===== config.mk =====
export PLATFORM = sky130hd
export DESIGN_NAME = x_bufgmux_ce
export DESIGN_NICKNAME = d
export VERILOG_FILES = /design/src/rtl/x_bufgmux_ce.sv
export SDC_FILE = /design/constraint.sdc
export NUM_CORES = 1
export LEC_CHECK = 0
export ABC_CLOCK_PERIOD_IN_PS = 1600
export CAP_MARGIN = 20
export CORE_AREA = 2 2 39 41
export CTS_CLUSTER_SIZE = 20
export DETAILED_ROUTE_END_ITERATION = 7
export DIE_AREA = 0 0 41 43
export PLACE_DENSITY = 0.41
export SLEW_MARGIN = 20
export SYNTH_ARGS = -nofsm -noshare
export SYNTH_HDL_FRONTEND = slang
export SYNTH_SLANG_ARGS = --single-unit

===== constraint.sdc =====
create_clock -name CLK -period 1.6 [get_ports CLK]
set_input_delay 0.4 -clock CLK [delete_from_list [all_inputs] [get_ports CLK]]
set_output_delay 0.4 -clock CLK [all_outputs]
set_load 0.005 [all_outputs]

===== src/rtl/x_bufgmux_ce.sv =====
`default_nettype none
// ============================================================================
//  Module      : x_bufgmux_ce
//  Description : Clock-style 2:1 multiplexer sampled on CLK. In SYNC mode a
//                select change drains the old source to the idle level, parks
//                the output at that level, then waits for the new source to
//                reach the idle level before handing over. This way no short
//                pulse is ever produced. In ASYNC mode the select takes effect
//                on the next edge. SN is a plain inverter of S.
//  Revision    : 1.0 - initial release
// ============================================================================
module x_bufgmux_ce #(
  parameter logic [39:0] CLK_SEL_TYPE = 40'("SYNC"),
  parameter int          INIT_OUT     = 0
) (
  input  logic CLK,
  input  logic RST_N,
  input  logic I0,
  input  logic I1,
  input  logic S,
  output logic O,
  output logic SN
);

  // --------------------------------------------------------------------------
  // Constants
  // --------------------------------------------------------------------------
  localparam logic [39:0] c_sync  = 40'("SYNC");
  localparam logic [39:0] c_async = 40'("ASYNC");

  // Idle level L: 0 behaves like BUFGMUX, 1 behaves like BUFGMUX_1.
  localparam logic c_idle     = (INIT_OUT != 0);
  localparam logic c_is_async = (CLK_SEL_TYPE == c_async);

  // State encoding
  localparam logic [1:0] c_st_sel0  = 2'd0; // following I0
  localparam logic [1:0] c_st_sel1  = 2'd1; // following I1
  localparam logic [1:0] c_st_drain = 2'd2; // old source still active
  localparam logic [1:0] c_st_arm   = 2'd3; // parked at L, waiting on new source

  // --------------------------------------------------------------------------
  // Attribute checking. A bad attribute stops elaboration outright so that a
  // mis-configured instance can never be simulated or built silently.
  // --------------------------------------------------------------------------
  generate
    if ((CLK_SEL_TYPE != c_sync) && (CLK_SEL_TYPE != c_async)) begin : g_bad_sel_type
      $fatal(1, "Attribute Syntax Error : CLK_SEL_TYPE on x_bufgmux_ce must be \"SYNC\" or \"ASYNC\".");
    end
    if ((INIT_OUT != 0) && (INIT_OUT != 1)) begin : g_bad_init_out
      $fatal(1, "Attribute Syntax Error : INIT_OUT on x_bufgmux_ce must be 0 or 1.");
    end
  endgenerate

  // --------------------------------------------------------------------------
  // State
  // --------------------------------------------------------------------------
  logic [1:0] r_state;
  logic       r_c;      // current select: the source O is (or was) following
  logic       r_t;      // target select: the source O is switching towards
  logic       r_o;

  logic [1:0] w_state_nxt;
  logic       w_c_nxt;
  logic       w_t_nxt;
  logic       w_o_nxt;

  // Source views. Only the selected source is ever routed onto O, so an X on
  // the unselected input cannot leak through.
  logic w_ic;   // old source I(C)
  logic w_it;   // new source I(T)
  logic w_is;   // source named by the live select input
  logic w_sel_changed;
  logic w_tgt_changed;

  assign w_ic          = r_c ? I1 : I0;
  assign w_it          = r_t ? I1 : I0;
  assign w_is          = S   ? I1 : I0;
  assign w_sel_changed = (S != r_c);
  assign w_tgt_changed = (S != r_t);

  // Inverter function, independent of the clock and of reset.
  assign SN = ~S;

  assign O = r_o;

  // State register: synchronous active-low reset overrides any switch in flight.
  always_ff @(posedge CLK) begin
    if (!RST_N) begin
      r_state <= c_st_sel0;
      r_c     <= 1'b0;
      r_t     <= 1'b0;
      r_o     <= c_idle;
    end else begin
      r_state <= w_state_nxt;
      r_c     <= w_c_nxt;
      r_t     <= w_t_nxt;
      r_o     <= w_o_nxt;
    end
  end

  // Next-state decode for the switch sequence SELx -> DRAIN -> ARM -> SELy.
  always_comb begin
    w_state_nxt = r_state;
    case (r_state)
      c_st_sel0, c_st_sel1: begin
        if (!w_sel_changed) begin
          w_state_nxt = r_state;
        end else if (c_is_async) begin
          // Immediate switch: hop straight to the newly selected source.
          w_state_nxt = S ? c_st_sel1 : c_st_sel0;
        end else begin
          w_state_nxt = c_st_drain;
        end
      end
      c_st_drain: begin
        if (!w_sel_changed) begin
          // Select reverted before the old source went idle; O never left
          // the old source, so resuming it is glitch-free.
          w_state_nxt = r_c ? c_st_sel1 : c_st_sel0;
        end else if (w_ic == c_idle) begin
          w_state_nxt = c_st_arm;
        end else begin
          w_state_nxt = c_st_drain;
        end
      end
      c_st_arm: begin
        if (w_tgt_changed) begin
          // Retarget while parked; keep waiting on the new target.
          w_state_nxt = c_st_arm;
        end else if (w_it == c_idle) begin
          // New source is at the idle level, so its next edge is a clean one.
          w_state_nxt = r_t ? c_st_sel1 : c_st_sel0;
        end else begin
          w_state_nxt = c_st_arm;
        end
      end
      default: begin
        w_state_nxt = c_st_sel0;
      end
    endcase
  end

  // Output and select-register updates that accompany each transition.
  always_comb begin
    w_o_nxt = r_o;
    w_c_nxt = r_c;
    w_t_nxt = r_t;
    case (r_state)
      c_st_sel0, c_st_sel1: begin
        if (!w_sel_changed) begin
          w_o_nxt = w_ic;
        end else if (c_is_async) begin
          w_c_nxt = S;
          w_t_nxt = S;
          w_o_nxt = w_is;
        end else begin
          // Old source keeps driving O for the cycle the request is seen.
          w_t_nxt = S;
          w_o_nxt = w_ic;
        end
      end
      c_st_drain: begin
        if (!w_sel_changed) begin
          w_t_nxt = r_c;
          w_o_nxt = w_ic;
        end else if (w_ic == c_idle) begin
          w_o_nxt = c_idle;
        end else begin
          w_o_nxt = w_ic;
        end
      end
      c_st_arm: begin
        // O is held at the idle level for the whole parked interval.
        w_o_nxt = c_idle;
        if (w_tgt_changed) begin
          w_t_nxt = S;
        end else if (w_it == c_idle) begin
          w_c_nxt = r_t;
        end
      end
      default: begin
        w_o_nxt = c_idle;
        w_c_nxt = 1'b0;
        w_t_nxt = 1'b0;
      end
    endcase
  end

endmodule
`default_nettype wire


### Word level (Yosys, flattened, before mapping)

Cells that the tools add are included.

* equality and inequality tests: 8
* multiplexer cells: 17
* bitwise logic cells: 3
* reduce and logical (&&, ||, !) cells: 4

Operators with widths (number)
* 1-bit two-way mux: 10
* 2-bit two-way mux: 4
* 2-bit != test, second input constant: 3
* 1-bit case mux with 3 select lines: 2
* 2-bit case mux with 3 select lines: 1
* 3-bit AND reduction: 2
* 2-bit == test, second input constant: 2
* 1-bit inverter: 3
* 2-bit by 1-bit == test with 1-bit output, second input constant: 1
* 2-bit zero test: 1
* 1-bit != test: 2
* 2-bit OR reduction: 1

* register bits: 5
* input port bits: 5
* word-level logic and storage cells: 36

### Logic depth before layout (Yosys ltp)

Gate-level depths: netlist of run 1.

* depth after elaboration: 4
* depth in mapped cells: 4

### Least setup slack after synthesis of run 1

OpenSTA, ideal clock, no wires.

* kind: input to register
* start point: input S
* end point: register r_state[0]
* setup time: 123 ps
* data arrival time: 1167 ps
* required time: 1477 ps
* setup slack: 310 ps
* cell stages on the path: 4
* buffers on the path: 1
* path through: buf_6 > or4b_1 > o2111ai_1 > o21ai_1

* cells in the longest elaborated chain, start to end: 3

Ends and longest elaborated chain
* from (decl): RTL line 20 `input logic S,`
* 1-bit != test, on equally long branches: RTL line 79, 78
* 2-bit two-way mux, on equally long branches: RTL line 127, 116
* 2-bit case mux with 3 select lines: RTL line 104 `case (r_state)`
* to (signal assigned): RTL line 89 `r_state <= c_st_sel0;`
* to (signal assigned): RTL line 94 `r_state <= w_state_nxt;`
* to (decl): RTL line 57 `logic [1:0] r_state;`

Parallel ways exist; a longest one is shown, timed or not.
A chain may end at the register's enable or synchronous reset.

### Worst setup path after layout of run 1

* start point: register r_o (netlist: O)
* end point: output O

RTL lines
* from (decl): RTL line 60 `logic r_o;`
* from (signal assigned): RTL line 92 `r_o <= c_idle;`
* from (signal assigned): RTL line 97 `r_o <= w_o_nxt;`
* to (decl): RTL line 21 `output logic O,`

No word-level cell between the ends.

==> results of run 1 <==
==> layout by cell type, fill, tap and decap left out, drive strengths merged, types with 2 or more instances in the layout <==
cell type	n
dfxtp	5
nor2	3
clkbuf	4
nand2	4
buf	5
nand3b	2
o21ai	2
inv	2
clkdlybuf4s50	4
==> sequential cells by signal, indices dropped and copies added (netlist names) <==
name,cells
r_t,1
r_state,2
O,1
r_c,1
==> per-layer routing <==
metal / GRT usage / up-vias / routed length, um
li1: - / 146 / -
met1: 0.106 / 136 / 293
met2: 0.150 / 7 / 303
met3: 0.0785 / 0 / 33
met4: 0.0200 / 0 / 0
met5: 0 / - / 0
==> repair_timing <==
action / 4_1_cts / 5_1_grt
setup endpoints to repair: 1 / 2
setup buffers: 0 / 0
resized for setup: 1 / 1
==> kinds of logic (layout without fill, tap and decap cells) <==
kind of cell / count (synthesis) / after routing / synth area share
mux: 1 / 1 / 0.0362
compound gates: 9 / 9 / 0.235
xor+xnor: 1 / 1 / 0.0317
simple gates: 13 / 13 / 0.249
flops: 5 / 5 / 0.362
buf+inv: 4 / 17 / 0.0860
==> synth_stat cells (all sizes together), types with 2 or more instances <==
cell	instances
dfxtp	5
nand2	4
nor2	3
buf	2
inv	2
nand3b	2
o21ai	2
==> area by class of cell <==
type,instances,share of cell area
Clock buffer,4,0.0648
Sequential cell,5,0.247
Tap cell,16,0.0494
Inverter,2,0.0185
Timing Repair Buffer,11,0.244
Multi-Input combinational cell,24,0.377
==> power by group <==
part	internal (mW)	switching [mW]
Sequential	0.131	0.00633
Clock	0.0943	0.0518
Combinational	0.0316	0.0194
==> through the flow <==
stage,instances,cell area [um^2]
after global routing,62,405
after detailed placement,58,378
after global placement,58,378
final,62,405
after floorplan,33,277
after CTS,62,403
==> worst max-delay path by stage <==
| stage | from | end | slack [ps] | depth (start not counted) |
|---|---|---|---|---|
| 2_1_floorplan | S | r_state[0]$_SDFFE_PN0P_ | 310 | 4 |
| 3_3_place_gp | S | r_state[0]$_SDFFE_PN0P_ | -210 | 5 |
| 3_5_place_dp | S | r_state[0]$_SDFFE_PN0P_ | -200 | 5 |
| 4_1_cts | S | SN | 8 | 3 |
| 5_1_grt | O$_SDFF_PP0_ | O | 130 | 1 |
| 6_report | O$_SDFF_PP0_ | O | 170 | 1 |
==> metrics.yaml, run 1 <==
pwr:
  peakVddDrop_v: 0.000274
  powerDensity_nw_per_um2: 825
  p_leak_nw: 0.163
  report.power.total_uw: 334
worst_setup_path:
  cp_data_arrival_time_ps: 1030
  critPathMaxFanout: 1
  start_kind: "flip-flop"
  crit_chain: "clkdlybuf4s50_1"
  timing.rr.end: "r_state[0]$_SDFFE_PN0P_"
  cp-end-kind: "output port"
  critical-path-top-delay-family: "buffers and inverters"
  rrSetupSlack_ps: 390
  cp_slowest_stage_delay_ps: 490
  cpMaxStageDelayCell: "clkdlybuf4s50_1"
  crit_type: "reg -> out"
  rr_worst_depth: 3
  required_ps: 1200
  crit_buf_inv: 1
  reg2reg_from: "r_state[1]$_SDFFE_PN0P_"
synthesis:
  syn_area_um2: 277
  ys_async_sr_fraction: 0
  syn_nets: 38
  synth-edff-count: 0
  syn_inst: 33
  synth_area_leaders: "dfxtp_1 36%, nand2_1 5.4%, nand3b_1 5.4%"
  avgSynthCellArea_um2: 8.38
  yosysSeqAreaShare: 0.362
  synth_largest_area_cell: "dfxtp_1"
  synth_flop_cell: "dfxtp_1"
  ys_warn_count: 0
  yosysUniqueCellTypes: 22
  yosys.area.top_type_share: 0.362
  synth.ff_latch_count: 5
sta:
  finClkSkew_ps: 3.84
  fmax_mhz: 701
  whs_ps: 571
  finalSetupTns_ps: 0
  tightestPinTransition_ps: 432
  fin_ws_ps: 173
  fin_crit_sh: 0.892
  rsz0062_at_grt: "false"
  setup-violations-final: 0
  timing.slew.headroom: 0.705
  period_needed_ps: 1430
  slew_violations: 0
  hold_viol: 0
die:
  ios: 7
  initial_core_util: 0.200
  die_h_um: 43
  core-area_um2: 1380
  rows: 14
  die_w_um: 41
  die-area_um2: 1760
cells_and_area:
  drive_gt1_frac: 0.174
  multi_input_area_um2: 153
  seqCellArea_um2: 100
  area_growth_pct: 46.6
  n_fill_cell: 151
  insertedDiodeCount: 0
  fin_util: 0.293
  fin_nets: 52
global_routing:
  gr-usage-all-layers: 0.0994
  grt_remaining_overflow: 0
  antenna_found_initial: 0
  grt_pass1_wl_um: 1120
  grt_max_degree: 8
  grt_pass1_vias: 289
place:
  hpwl_um: 459
  gp_congestion: 0.745
  port_buffers: 6
  dp_slack_ps: -203
clock_tree:
  cts_tree: "done"
  path_clk_slew_ps: 50
  cts_buffer_depth: 2
  cts_sinks: 5
  root_buffer: "clkbuf_4"
  clk_latency_ps: 240
  h-tree-depth: 1
  ctsHoldBuffers: 0
  cts_buffers: 3
status:
  outcome: "finished, final reports clean"
run:
  maxCapViolCount: 0
worst_hold_path:
  min_from: "r_state[0]$_SDFFE_PN0P_"
  holdCritPathClass: "reg -> reg"
  hold_end: "r_state[0]$_SDFFE_PN0P_"
  worst_hold_path.num_cells: 2
detailed_routing:
  vias: 289
  wl_um: 629
  vias_per_cell: 4.66
  wl_per_cell_um: 10.1
  drc: 0
  ant_nets: 0
  drt_iter0_drc: 4
  drt-pass1-iter-count: 4
No activity file was read; power rests on OpenSTA's default activity.
==> run 2: changes to the inputs <==
--- a/config.mk
+++ b/config.mk
@@ -6,11 +6,11 @@
 export NUM_CORES = 1
 export LEC_CHECK = 0
 export ABC_CLOCK_PERIOD_IN_PS = 1600
-export CAP_MARGIN = 20
 export CORE_AREA = 2 2 39 41
 export CTS_CLUSTER_SIZE = 20
 export DETAILED_ROUTE_END_ITERATION = 7
 export DIE_AREA = 0 0 41 43
+export GPL_ROUTABILITY_DRIVEN = 0
 export PLACE_DENSITY = 0.41
 export SLEW_MARGIN = 20
 export SYNTH_ARGS = -nofsm -noshare
==> results of run 2 <==
Same layout as run 1: the final DEF is identical, and so are final timing and power.
